--- config.mk ---
export PLATFORM = sky130hd
export DESIGN_NAME = product_bcd_converter
export DESIGN_NICKNAME = d
export VERILOG_FILES = /design/src/rtl/product_bcd_converter.sv
export SDC_FILE = /design/constraint.sdc
export NUM_CORES = 1
export LEC_CHECK = 0
export CAP_MARGIN = 40
export CORE_MARGIN = 5
export CORE_UTILIZATION = 40
export DETAILED_ROUTE_END_ITERATION = 6
export HOLD_SLACK_MARGIN = 0.02
export PLACE_DENSITY_LB_ADDON = 0.3
export SETUP_SLACK_MARGIN = 0.5
export SLEW_MARGIN = 20
export SYNTH_ARGS = -nofsm -noshare
export SYNTH_HDL_FRONTEND = slang
export SYNTH_SLANG_ARGS = --single-unit
--- constraint.sdc ---
create_clock -name CLK -period 2.48 [get_ports CLK]
set_clock_uncertainty 0.05 [all_clocks]
set_input_delay 0.744 -clock CLK [delete_from_list [all_inputs] [get_ports CLK]]
set_output_delay 0.744 -clock CLK [all_outputs]
set_load 0.01 [all_outputs]
--- src/rtl/product_bcd_converter.sv ---
// Sequential binary-to-BCD converter (double dabble, one shift per clock).
// Optional leading-zero blank mask: define PRODUCT_BCD_LEADING_ZERO_BLANK_EN.
module product_bcd_converter #(
  parameter int WIDTH  = 16,
  parameter int DIGITS = 5,
  parameter int SIGNED = 1
) (
  input  logic                  CLK,
  input  logic                  Reset,
  input  logic                  Start,
  input  logic [WIDTH-1:0]      Product_In,
  output logic [4*DIGITS-1:0]   BCD_Out,
  output logic                  Neg,
  output logic [DIGITS-1:0]     Blank,
  output logic                  Busy,
  output logic                  Done
);

  localparam int CW = $clog2(WIDTH + 1);
  localparam int SW = 4 * DIGITS;

  typedef enum logic [1:0] {
    S_IDLE  = 2'd0,
    S_SHIFT = 2'd1,
    S_DONE  = 2'd2
  } state_t;

  state_t            state_q, state_d;
  logic [CW-1:0]     cnt_q, cnt_d;
  logic [SW-1:0]     scratch_q, scratch_d;
  logic [WIDTH-1:0]  mag_q, mag_d;
  logic              sign_q, sign_d;
  logic [SW-1:0]     bcd_q, bcd_d;
  logic              neg_q, neg_d;
  logic [DIGITS-1:0] blank_q, blank_d;
  logic              done_q, done_d;

  logic              in_neg;
  logic [WIDTH:0]    in_ext;
  logic [WIDTH:0]    in_mag;
  logic [SW-1:0]     scratch_adj;
  logic [SW-1:0]     scratch_sh;
  logic [WIDTH-1:0]  mag_sh;
  logic [DIGITS-1:0] blank_mask;

  // Sign-extend to WIDTH+1 bits so the most negative input negates cleanly.
  assign in_neg = (SIGNED != 0) && Product_In[WIDTH-1];
  assign in_ext = {in_neg, Product_In};
  assign in_mag = in_neg ? (~in_ext + 1'b1) : in_ext;

  always_comb begin
    scratch_adj = scratch_q;
    for (int d = 0; d < DIGITS; d++) begin
      if (scratch_q[4*d +: 4] >= 4'd5) begin
        scratch_adj[4*d +: 4] = scratch_q[4*d +: 4] + 4'd3;
      end
    end
  end

  assign {scratch_sh, mag_sh} = {scratch_adj, mag_q} << 1;

`ifdef PRODUCT_BCD_LEADING_ZERO_BLANK_EN
  always_comb begin : blank_calc
    logic hi_zero;
    hi_zero    = 1'b1;
    blank_mask = '0;
    for (int i = DIGITS - 1; i >= 1; i--) begin
      hi_zero       = hi_zero && (scratch_sh[4*i +: 4] == 4'd0);
      blank_mask[i] = hi_zero;
    end
  end
`else
  assign blank_mask = '0;
`endif

  // Handshake: Start is accepted only while Busy=0 (IDLE); Busy stays high
  // through SHIFT and DONE; Done pulses for one cycle as the outputs update.
  always_comb begin
    state_d   = state_q;
    cnt_d     = cnt_q;
    scratch_d = scratch_q;
    mag_d     = mag_q;
    sign_d    = sign_q;
    bcd_d     = bcd_q;
    neg_d     = neg_q;
    blank_d   = blank_q;
    done_d    = 1'b0;
    case (state_q)
      S_IDLE: begin
        if (Start) begin
          state_d   = S_SHIFT;
          cnt_d     = '0;
          scratch_d = '0;
          mag_d     = in_mag[WIDTH-1:0];
          sign_d    = in_neg && (|in_mag);
        end
      end
      S_SHIFT: begin
        scratch_d = scratch_sh;
        mag_d     = mag_sh;
        cnt_d     = cnt_q + 1'b1;
        if (cnt_q == CW'(WIDTH - 1)) begin
          // Outputs load on the final shift edge so they appear with Done.
          state_d = S_DONE;
          bcd_d   = scratch_sh;
          neg_d   = sign_q;
          blank_d = blank_mask;
          done_d  = 1'b1;
        end
      end
      S_DONE: begin
        state_d = S_IDLE;
      end
      default: begin
        state_d = S_IDLE;
      end
    endcase
  end

  always_ff @(posedge CLK or negedge Reset) begin
    if (!Reset) begin
      state_q   <= S_IDLE;
      cnt_q     <= '0;
      scratch_q <= '0;
      mag_q     <= '0;
      sign_q    <= 1'b0;
      bcd_q     <= '0;
      neg_q     <= 1'b0;
      blank_q   <= '0;
      done_q    <= 1'b0;
    end else begin
      state_q   <= state_d;
      cnt_q     <= cnt_d;
      scratch_q <= scratch_d;
      mag_q     <= mag_d;
      sign_q    <= sign_d;
      bcd_q     <= bcd_d;
      neg_q     <= neg_d;
      blank_q   <= blank_d;
      done_q    <= done_d;
    end
  end

  assign BCD_Out = bcd_q;
  assign Neg     = neg_q;
  assign Blank   = blank_q;
  assign Busy    = (state_q != S_IDLE);
  assign Done    = done_q;

endmodule
==> impl_results.md <==
- Drt drc: 0
- Routability-driven placement congestion ratio: 0.804
- Overall power: 4900 uW
- CTS Hold Buffers Added: 0
- Number of enable flip-flop cells after synthesis: 0
- Shortest clock period the worst path allows after layout: 2.48 ns
- Die outline area: 0.0106 sq mm
- Vertical die dimension: 103 microns
- Most common library cell in the layout ignoring fill and taps: dfrtp_1
- Area share of the largest cell type after synthesis: 47.6%
- GRT Util Overall: 15.6%
- Pwr Density: 1040 mW/mm^2
- CP max FO: 4
- Number of unique standard cell types used by synthesis: 43
- Warnings, synthesis: 0
- Number of antenna violations at the first check in global routing: 0
- Clock Latency Late Sink: 0.34 ns
- Clock tree sinks: 66
- Post-route non-filler standard cell count: 572
- Width of the die: 103 microns
- Worst setup EP type: flip-flop
- Post-route worst setup slack: -0.00259 ns
- Part of the power in registers: 37.8%
- Cells on worst reg2reg path: 7
- Share of final-layout standard cells stronger than drive strength 1: 23.1%
- Global route total overflow: 0
- Number of buffers between clock root and the deepest sink: 2
- Switching power share of the total: 38.8%
- Initial DRC Count: 109
- Initial Util: 40.4%
- Register area share after synthesis: 47.6%
- CTS Root Buffer Type: clkbuf_8
- Final #Nets: 491
- Setup violation total in the final timing report: 1
- Endpoint arrival time on the critical path: 2.70 ns
- Post-detailed-route count of antenna-violating nets: 0
- TritonCTS clock tree: done
- Diodes inserted: 0
- Type of the setup path with the least slack: in2reg
- Number of slew-limit violations in the final report: 0
- Total iterations of the first detailed-routing run: 4
- Final Routed Wirelength: 7.75 mm
- Clock network fraction of total power: 18.6%
- Top flip-flop cell by instance count after synthesis: dfrtp_1
- Crit Reg-Reg Startpoint: cnt_q[0]$_DFFE_PN0P_
- Synth area leaders: dfrtp_1 (48%), o21ai_0 (9.4%), ha_1 (4.7%)
- H-tree level count: 3
- Met3 usage in global routing: 3.59%
- Cell Int Power: 3000 uW
- Number of placed instances with taps included: 537
- R2R setup slack: 0.65 ns
- Layout area overhead: 35.7%
- Leakage Power: 0.00214 uW
- Endpoint of the worst-slack reg-to-reg timing path: BCD_Out[3]$_DFFE_PN0P_
- Class of the worst hold path: in2async
- Worst voltage drop across the vdd grid: 364 uV
- Top library cells by usage in the layout, fill and taps aside: dfrtp_1 (66), o21ai_0 (57), buf_4 (37)
- Maximum number of pins on one net before global-route repair: 67
- Data required time at the worst endpoint: 2.69 ns
- Portion of the clock cycle consumed by the worst path in the final layout: 100%
- Vias after detailed routing: 2949
- Half-perimeter wire length of the detailed placement result: 5.10 mm
- Net load switching power: 1900 uW
- Most Crowded Layer GR: met2
- GR Util met1: 18.2%
- Average wire length per cell after detail routing: 13.5 microns
- I/O pin cnt: 47
- Wire length of the first global-routing pass: 13.1 mm
- Area of the mapped netlist: 0.00347 sq mm
- Number of placement rows: 34
- Asr flop ratio synth: 100%
- Setup repair after global routing missed its margin: true
- Number of hold-slack violations in the final timing report: 0
- Vias/cell: 5.16
- Number of standard cells after synthesis: 374
- Violated checks: setup timing
- CTS clk-pin slew, worst paths: 0.07 ns
- Number of input and output port buffers inserted: 41
- Mean post-synth cell area: 9.27 sq um
- Count of state elements after synthesis: 66
- Number of buffers created by CTS: 9
- Post-synth top area cell: dfrtp_1
- Status: complete, but fails checks
- Max-capacitance violation count: 0
- Highest clock rate: 403 MHz
- Area post-placement: 0.00423 sq mm
- Setup slack after placement: -0.560 ns
- Part of the power in combinational logic: 43.6%
- Type of origin of the critical path: input pin
- Vias in the first global route: 2955
- Met2 GRT Util: 27.3%
- Core outline area: 0.00859 sq mm
- Area of all placed cells without fillers: 0.00471 sq mm
power groups by stage:
| stage | logic, uW | registers (uW) | clock network (uW) |
|---|---|---|---|
| after detailed placement | 2180 | 1870 | 0 |
| after global routing | 2460 | 1920 | 988 |
| after CTS | 2130 | 1850 | 938 |
| after floorplan | 1390 | 1860 | 0 |
| final | 2130 | 1850 | 911 |
| after global placement | 2090 | 1850 | 0 |
critical path, stage by stage:
cell     delay (ns)
buf_6          0.09
or4_4          0.57
buf_6          0.15
or3_4          0.41
mux2_4         0.31
a32oi_1        0.21
nor2_1         0.08
a21oi_1        0.13
cells by family after synthesis:
kind of cell,synth area share [%]
AND/OR/NAND/NOR,16.0
XOR/XNOR,4.55
AO/OA/AOI/OAI,18.7
adder cells (fa/ha/maj),4.69
other,0.108
multiplexers,3.25
buffers and inverters,5.12
flip-flops,47.6
registers in the layout (all words and copies together) (netlist names):
register / flops
Done: 1
cnt_q: 5
sign_q: 1
BCD_Out: 20
state_q: 2
Neg: 1
mag_q: 16
scratch_q: 20
worst max path at each step:
stage | from | endpoint | slack, ns | cells after the start
floorplan | Product_In[4] | sign_q$_DFFE_PN0P_ | -0.08 | 7
global placement | Product_In[4] | sign_q$_DFFE_PN0P_ | -0.51 | 7
detailed placement | Product_In[4] | sign_q$_DFFE_PN0P_ | -0.56 | 7
CTS | Product_In[7] | sign_q$_DFFE_PN0P_ | 0.06 | 8
global route | Product_In[3] | sign_q$_DFFE_PN0P_ | -0.05 | 8
finish | Product_In[3] | sign_q$_DFFE_PN0P_ | -0.003 | 8
metal layers:
metal | wire [microns] | up-vias
met5 | 0 | -
met4 | 165 | 0
met3 | 331 | 12
met2 | 3840 | 71
met1 | 3400 | 1389
li1 | - | 1477
per-stage QoR:
stage,hold WS (ns),utilization (%),setup TNS (ns)
3_5_place_dp,0.420,49.2,-2.70
4_1_cts,0.368,53.9,0
6_report,0.342,54.8,-0.00259
2_1_floorplan,0.398,-,-0.0840
3_3_place_gp,0.411,49.2,-2.41
5_1_grt,0.380,54.8,-0.0496
cells in the mapped netlist (6+ instances only):
cell,n
nand3_1,21
nor3_1,7
o21ai_0,65
ha_1,13
nand2_1,38
inv_1,17
clkbuf_1,17
nand2b_1,7
a21oi_1,12
xor2_1,9
dfrtp_1,66
a22oi_1,14
mux2_2,6
xnor2_1,9
nor2_1,19
final cells by class:
type	instances	area, sq um
clock buffers	14	163
fillers	779	3890
repair buffers	94	833
well taps	108	135
inverters	17	67.6
repair inverters	1	7.51
multi-input cells	270	1810
flip-flops and latches	66	1650
clock inverters	2	35.0
what timing repair did:
action / 4_1_cts / 5_1_grt
resized for setup: 91 / 14
gates cloned: 0 / 1
setup buffers: 17 / 1
setup endpoints to repair: 52 / 16
pin swaps: 24 / 5
No activity file was read; power rests on OpenSTA's default activity.
